==> src/rtl/core_pkg.sv <==
// ============================================================================
// Module      : core_pkg
// Description : Shared core types: machine words, register numbers and the
//               multiply-controller state encoding.
// Revision    : 1.0 - initial release
// ============================================================================
`default_nettype none

package core_pkg;

  typedef logic [31:0] word;
  typedef logic [63:0] dword;
  typedef logic [3:0]  reg_num;

  typedef enum logic [2:0] {
    MC_IDLE  = 3'd0,
    MC_START = 3'd1,
    MC_WAIT  = 3'd2,
    MC_WB_LO = 3'd3,
    MC_WB_HI = 3'd4,
    MC_DRAIN = 3'd5
  } mul_ctrl_state;

endpackage

`default_nettype wire

==> src/rtl/core_mul_ctrl.sv <==
// ============================================================================
// Module      : core_mul_ctrl
// Description : Sequences one multiply from issue, through an external
//               multiplier, to one or two register writebacks and flags.
// Revision    : 1.0 - initial release
// ============================================================================
`default_nettype none

module core_mul_ctrl
  import core_pkg::*;
(
  input  logic   clk,
  input  logic   rst_n,

  input  logic   issue_valid,
  output logic   issue_ready,
  input  logic   op_long,
  input  logic   op_add,
  input  logic   op_sig,
  input  logic   op_setflags,
  input  reg_num rd_lo,
  input  reg_num rd_hi,
  input  word    op_a,
  input  word    op_b,
  input  word    op_c_hi,
  input  word    op_c_lo,
  input  logic   flush,

  output word    mul_a,
  output word    mul_b,
  output word    mul_c_hi,
  output word    mul_c_lo,
  output logic   mul_long,
  output logic   mul_add,
  output logic   mul_sig,
  output logic   mul_start,
  input  logic   mul_ready,
  input  word    mul_q_hi,
  input  word    mul_q_lo,

  output logic   wb_valid,
  input  logic   wb_ready,
  output reg_num wb_rd,
  output word    wb_value,

  output logic   flags_valid,
  output logic   flag_n,
  output logic   flag_z,

  output logic   busy
);

  mul_ctrl_state r_state;

  logic   r_long;
  logic   r_add;
  logic   r_sig;
  logic   r_setflags;
  reg_num r_rd_lo;
  reg_num r_rd_hi;
  word    r_a;
  word    r_b;
  word    r_c_hi;
  word    r_c_lo;
  dword   r_result;

  logic   w_wb_hi;
  logic   w_final_wb;
  logic   w_flag_n;
  logic   w_flag_z;

  always_ff @(posedge clk or negedge rst_n) begin
    if (!rst_n) begin
      r_state    <= MC_IDLE;
      r_long     <= 1'b0;
      r_add      <= 1'b0;
      r_sig      <= 1'b0;
      r_setflags <= 1'b0;
      r_rd_lo    <= '0;
      r_rd_hi    <= '0;
      r_a        <= '0;
      r_b        <= '0;
      r_c_hi     <= '0;
      r_c_lo     <= '0;
      r_result   <= '0;
    end else begin
      case (r_state)
        MC_IDLE: begin
          if (issue_valid) begin
            r_long     <= op_long;
            r_add      <= op_add;
            r_sig      <= op_sig;
            r_setflags <= op_setflags;
            r_rd_lo    <= rd_lo;
            r_rd_hi    <= rd_hi;
            r_a        <= op_a;
            r_b        <= op_b;
            r_c_hi     <= op_c_hi;
            r_c_lo     <= op_c_lo;
            r_state    <= MC_START;
          end
        end
        MC_START: begin
          r_state <= flush ? MC_DRAIN : MC_WAIT;
        end
        MC_WAIT: begin
          // A flush wins over a same-cycle result: the product is dropped.
          if (flush) begin
            r_state <= MC_DRAIN;
          end else if (mul_ready) begin
            r_result <= {mul_q_hi, mul_q_lo};
            r_state  <= MC_WB_LO;
          end
        end
        MC_WB_LO: begin
          if (wb_ready) begin
            r_state <= r_long ? MC_WB_HI : MC_IDLE;
          end
        end
        MC_WB_HI: begin
          if (wb_ready) begin
            r_state <= MC_IDLE;
          end
        end
        MC_DRAIN: begin
          if (mul_ready) begin
            r_state <= MC_IDLE;
          end
        end
        default: begin
          r_state <= MC_IDLE;
        end
      endcase
    end
  end

  assign issue_ready = (r_state == MC_IDLE);
  assign busy        = (r_state != MC_IDLE);
  assign mul_start   = (r_state == MC_START);

  assign mul_a    = r_a;
  assign mul_b    = r_b;
  assign mul_c_hi = r_c_hi;
  assign mul_c_lo = r_c_lo;
  assign mul_long = r_long;
  assign mul_add  = r_add;
  assign mul_sig  = r_sig;

  assign w_wb_hi    = (r_state == MC_WB_HI);
  assign wb_valid   = (r_state == MC_WB_LO) || w_wb_hi;
  assign w_final_wb = w_wb_hi || ((r_state == MC_WB_LO) && !r_long);

  // Data outputs read as zero whenever their strobe is low.
  assign wb_rd    = !wb_valid ? '0 : (w_wb_hi ? r_rd_hi : r_rd_lo);
  assign wb_value = !wb_valid ? '0 : (w_wb_hi ? r_result[63:32] : r_result[31:0]);

  assign w_flag_n = r_long ? r_result[63] : r_result[31];
  assign w_flag_z = r_long ? (r_result == '0) : (r_result[31:0] == '0);

  assign flags_valid = w_final_wb && wb_ready && r_setflags;
  assign flag_n      = flags_valid && w_flag_n;
  assign flag_z      = flags_valid && w_flag_z;

endmodule

`default_nettype wire

==> config.mk <==
export PLATFORM = sky130hd
export DESIGN_NAME = core_mul_ctrl
export DESIGN_NICKNAME = d
export VERILOG_FILES = /design/src/rtl/core_pkg.sv /design/src/rtl/core_mul_ctrl.sv
export SDC_FILE = /design/constraint.sdc
export NUM_CORES = 1
export LEC_CHECK = 0
export ABC_AREA = 1
export BUFFER_PORTS_ARGS = -buffer_cell sky130_fd_sc_hd__buf_2
export CORE_ASPECT_RATIO = 0.6
export CORE_MARGIN = 3
export CORE_UTILIZATION = 35
export DETAILED_ROUTE_END_ITERATION = 8
export SKIP_LAST_GASP = 1
export SLEW_MARGIN = 20
export SYNTH_ARGS = -nofsm -noshare
export SYNTH_HDL_FRONTEND = slang
export SYNTH_SLANG_ARGS = --single-unit
export TNS_END_PERCENT = 5
==> constraint.sdc <==
create_clock -name clk -period 1.8 [get_ports clk]
set_input_delay 0.18 -clock clk [delete_from_list [all_inputs] [get_ports clk]]
set_output_delay 0.18 -clock clk [all_outputs]
set_load 0.03 [all_outputs]
## Word level (Yosys, flattened, before mapping)

Cells that the tools add are included.

| operators by class | value |
|---|---|
| add/sub/neg operators | 0 |
| multiply operators | 0 |
| divide/modulo/power cells | 0 |
| order comparisons | 0 |
| equal/unequal tests | 10 |
| shift-type cells | 0 |
| multiplexer cells | 15 |
| bitwise operators | 1 |
| reductions and logical operators | 15 |

Operators by type and width:

| operator | number |
|---|---|
| 64-bit zero test | 1 |
| 32-bit 2-to-1 mux | 2 |
| 32-bit zero test | 1 |
| 3-bit 2-to-1 mux | 8 |
| 3-bit one-hot mux with 6 select lines | 1 |
| 4-bit 2-to-1 mux | 2 |
| 2-bit != test, second input constant | 4 |
| 3-bit by 2-bit equality test with 1-bit output, second input constant | 2 |
| 3-bit equality test, second input constant | 2 |
| 1-bit logical AND | 5 |
| 5-bit AND reduction | 1 |
| 3-bit by 1-bit equality test with 1-bit output, second input constant | 1 |
| 3-bit zero test | 1 |
| 3-bit != test, second input constant | 1 |
| 3-bit AND reduction | 1 |
| 3-bit nonzero test | 1 |
| 1-bit logical OR | 2 |
| 1-bit 2-to-1 mux | 2 |
| 2-bit AND reduction | 1 |
| 1-bit zero test | 1 |
| 1-bit NOT | 1 |

| storage, ports and cells | value |
|---|---|
| register bits | 207 |
| bits in latches | 0 |
| memory bits (writable) | 0 |
| bits in read-only memories | 0 |
| bits of input ports | 210 |
| output and inout port bits | 174 |
| word-level logic and storage cells | 53 |
| memories kept | 0 |

## Logic depth before layout (Yosys ltp)

| logic depth | value |
|---|---|
| depth in word-level cells | 6 |
| depth in mapped cells | 9 |
| gate-level depth less buffers | 9 |

## Least setup slack after synthesis

OpenSTA, ideal clock, no wires.

| timing path | value |
|---|---|
| path kind | register to output |
| start point | register r_state[1] |
| end point | output port flag_z |
| arrival time | 1772 ps |
| data required time | 1620 ps |
| setup slack | -152 ps |
| cell stages (with the launch flop) | 9 |
| path buffers | 1 |
| path through | dfrtp_1 > nor2_4 > nand2_2 > buf_6 > nand2_1 > nand3_2 > nor2_2 > nand2_1 > nor2_1 |

| on the way | value |
|---|---|
| longest elaborated chain between the ends | 6 |
| elaborated cells on any way between the ends | 7 |
| classes of those cells | eq/ne: 2; reduce/logical: 5 |

Ends and longest elaborated chain:

| element | line | source |
|---|---|---|
| start: declaration | core_mul_ctrl.sv:53 | `mul_ctrl_state r_state;` |
| start signal: assignment | core_mul_ctrl.sv:104 | `r_state <= flush ? MC_DRAIN : MC_WAIT;` |
| start signal: assignment | core_mul_ctrl.sv:117 | `r_state <= r_long ? MC_WB_HI : MC_IDLE;` |
| 3-bit by 2-bit equality test with 1-bit output | core_mul_ctrl.sv:151 | `assign w_final_wb = w_wb_hi \|\| ((r_state == MC_WB_LO) && !r_long);` |
| 1-bit logical AND | core_mul_ctrl.sv:151 |  |
| 1-bit logical OR (*) | core_mul_ctrl.sv:151 |  |
| 1-bit logical AND (*) (2 in a row) | core_mul_ctrl.sv:160 | `assign flags_valid = w_final_wb && wb_ready && r_setflags;` |
| named net flags_valid | core_mul_ctrl.sv:46 | `output logic flags_valid,` |
| 1-bit logical AND (*) | core_mul_ctrl.sv:162 | `assign flag_z = flags_valid && w_flag_z;` |
| end: declaration | core_mul_ctrl.sv:48 | `output logic flag_z,` |

The timed path passes the listed nets; every way through them passes the cells marked *.

## Worst setup path after layout

| timing path | value |
|---|---|
| start point | register r_state[1] |
| end point | output port wb_value[0] |

| on the way | value |
|---|---|
| longest elaborated chain between the ends | 3 |
| elaborated cells on any way between the ends | 5 |
| classes of those cells | eq/ne: 2; mux: 2; reduce/logical: 1 |

Ends and longest elaborated chain:

| element | line | source |
|---|---|---|
| 3-bit equality test / 3-bit by 2-bit equality test with 1-bit output (equally long branches) | core_mul_ctrl.sv:149, core_mul_ctrl.sv:150 |  |
| 32-bit 2-to-1 mux / 1-bit logical OR (equally long branches) | core_mul_ctrl.sv:155, core_mul_ctrl.sv:150 |  |
| 32-bit 2-to-1 mux (*) | core_mul_ctrl.sv:155 | `assign wb_value = !wb_valid ? '0 : (w_wb_hi ? r_result[63:32] : r_result[31:0]);` |
| end: declaration | core_mul_ctrl.sv:44 | `output word wb_value,` |

Mark *: on every way between the ends. The rest lies on a longest branch, timed or not.

==> key figures <==
Timing
  • Final Max Tran Viols: 0
  • Hold Violations, Final: 0
  • Slew HR: 0.604
  • Unrepaired setup endpoints after global routing: yes
  • Final number of setup-violating endpoints: 42
  • Tmin final: 2.12 ns
  • Tightest Pin Transition: 0.594 ns
  • Clk_skew: 0.0263 ns
  • Fin crit share: 1.18
  • Peak Freq: 471 MHz
  • Crit path setup slack, layout: -0.322 ns

Critical path
  • Reg2Reg Setup Slack: 0.18 ns
  • WP data arrival: 1.94 ns
  • CP endpoint kind: primary output
  • Crit-path slowest cell: dfrtp_2
  • R2r endpoint: r_result[11]$_DFFE_PN0P_
  • Bufs and invs on worst path: 2
  • Worst r2r src: r_state[0]$_DFFE_PN0P_
  • CP Launch Type: register
  • Crit Path Class: reg2out
  • Biggest cell delay along the critical path: 0.44 ns
  • Top Family by Delay on Critical Path: simple AND/OR/NAND/NOR gates
  • Reg2Reg Depth: 8
  • Critical path, cell by cell: nor2_4 > nand2_4 > nand2_8 > clkbuf_16 > o21ai_0 > nor2_1 > buf_2
  • Req. time, crit path: 1.62 ns
  • Worst setup path start: r_state[1]$_DFFE_PN0P_
  • Critical Path Fanout Max: 8

Floorplan
  • Initial Util: 0.363
  • Core area: 25800 um^2
  • Total die area: 28900 um^2
  • # rows: 45
  • Die Width: 217 um
  • Die Y: 133 um
  • # IOs: 384

Routing
  • Initial DRC count: 728
  • DR DRC count: 0
  • Detailed Route WL: 34200 um
  • Post-DR vias/cell: 4.76
  • First-pass iteration count of the detailed router: 7
  • Routed Antenna Nets: 0
  • DR WL/cell: 16.6 um
  • Vias: 9807

Clock network
  • Num Clock Sinks: 207
  • Root Driver: clkbuf_16
  • Total number of H-tree levels: 1
  • Number of CTS-inserted buffers: 21
  • Clk pin slew, worst setup/hold paths: 0.06 ns
  • Clock Tree Buf Depth: 3
  • Latest clock arrival within the worst-skew pair: 0.52 ns
  • CTS tree: yes

Placement
  • Gpl congestion: 0.839
  • Placed Instances: 1806
  • Port buffer count: 383
  • Worst slack at placement: 0.0720 ns
  • Hpwl dp: 22100 um

Worst hold path
  • Hold depth: 3
  • WHS Endpoint: mul_a[26]$_DFFE_PN0P_
  • Hold Crit Class: in2reg
  • Hold_sp: issue_valid

Global route
  • First-pass GRT wire length: 53100 um
  • Gr usage total: 0.227
  • Vias in the first global route: 9879
  • Antenna violations before repair: 0
  • Largest net degree at the start of global routing: 79
  • Grt total ovfl: 0

Power
  • PwrDens: 1670 nW/um^2
  • Leakage power: 0.00794 uW
  • VDD IR max: 873 uV

Synthesis
  • Synth Instances: 1109
  • Yosys cell types: 23
  • Synth warn: 0
  • Sequential area share after synthesis: 0.552
  • Mapped cell area: 9390 um^2
  • Syn_nets: 1319
  • #FFs+latches synth: 207
  • Mapped Avg Cell Area: 8.47 um^2

Flow run
  • Max Cap Viol: 0

Finish
  • Most common cell after layout, fill and taps aside: nand2_1
  • Area growth, synth to finish: 56.2%
  • Most frequent cells in the layout: 376 x nand2_1, 354 x buf_2, 207 x dlygate4sd3_1
  • Fin nets: 1905
  • Non-filler cells, final: 2060
  • FILL cells: 2200
  • Share of cells above drive strength 1: 0.316
  • # diodes: 0

Run status
  • Violated checks: negative setup slack
  • Outcome: finished with violations
layer usage:
layer / GRT usage / vias up / share of wire
met5: 0 / - / 0
met4: 0.0673 / 0 / 0.030
met3: 0.0503 / 83 / 0.078
met2: 0.368 / 456 / 0.47
met1: 0.306 / 4612 / 0.43
li1: - / 4656 / -
synthesized netlist by cell type:
master	n	share of area
nand2_2	3	0.0020
nand3_1	143	0.076
nor2_1	116	0.046
nand2_4	1	0.0012
inv_2	5	0.0020
buf_6	25	0.030
clkbuf_1	14	0.0056
o21ai_0	38	0.020
o21ai_1	6	0.0032
o211ai_1	1	0.00080
inv_1	72	0.029
nor2_2	1	0.00067
nor2_4	1	0.0012
nand3_2	3	0.0032
a21oi_2	3	0.0028
buf_4	5	0.0040
a21oi_1	4	0.0021
buf_2	27	0.014
o21a_1	1	0.00080
nand2_1	376	0.15
dfrtp_1	207	0.55
o21ai_2	55	0.051
nor3_1	2	0.0011
worst register-to-register path: cells and delay by family (launching register included):
family                 cells  cell delay (ns)
flip-flops                 1             0.43
buffers and inverters      4             0.58
AND/OR/NAND/NOR            3             0.41
AO/OA/AOI/OAI              1             0.06
sequential cells by signal (all words and copies together), names as in the netlist:
signal and flops:
r_setflags 1, mul_c_hi 32, r_state 3, mul_b 32, r_rd_lo 4, mul_long 1
r_rd_hi 4, r_result 64, mul_sig 1, mul_c_lo 32, mul_a 32, mul_add 1
power breakdown:
part	internal [uW]	switching, uW	leakage, uW
sequential	6830	1480	0.00259
combinational	3980	8170	0.00505
clock	2200	1860	0.000299
cells by family (layout without fill, tap and decap cells):
| family | Yosys count | in the layout | synth area share |
|---|---|---|---|
| compound gates | 108 | 108 | 0.0813 |
| buf+inv | 148 | 747 | 0.0848 |
| flops | 207 | 207 | 0.552 |
| simple gates | 646 | 646 | 0.282 |
what timing repair did:
| action | 4_1_cts | 5_1_grt |
|---|---|---|
| gates resized for setup | 24 | 45 |
| pin swaps | 2 | 11 |
| hold buffers | 207 | 0 |
| gates cloned | 1 | 4 |
| setup endpoints to repair | 42 | 42 |
| hold endpoints to repair | 250 | 0 |
| buffers inserted | 6 | 0 |
final cells by class:
cell class,count,area (um^2),share of cell area
flip-flops and latches,207,5180,0.353
repair buffers,634,4650,0.317
multi-input cells,754,3480,0.237
clock buffers,26,554,0.0378
well taps,352,440,0.0300
inverters,77,297,0.0202
clock inverters,10,61.3,0.00418
how the worst max path moves through the flow:
stage / depth (start not counted) / end
after floorplan: 6 / flag_n
after global placement: 7 / wb_value[28]
after detailed placement: 7 / wb_value[28]
after CTS: 7 / wb_value[28]
after global routing: 7 / wb_value[5]
final: 7 / wb_value[0]
metrics by stage:
| step | area [um^2] | total power (uW) | hold WS, ns | setup TNS (ns) | util |
|---|---|---|---|---|---|
| global route | 14700 | 26200 | 0.0501 | -15.83 | 0.568 |
| finish | 14700 | 24500 | 0.0581 | -11.44 | 0.568 |
| floorplan | 9400 | 15800 | -0.116 | -0.0222 | - |
| CTS | 14500 | 24300 | 0.0235 | -11.43 | 0.562 |
| global placement | 11700 | 19300 | 0.223 | 0 | 0.452 |
| detailed placement | 11700 | 19400 | 0.227 | 0 | 0.452 |
(Power assumes the default switching activity.)
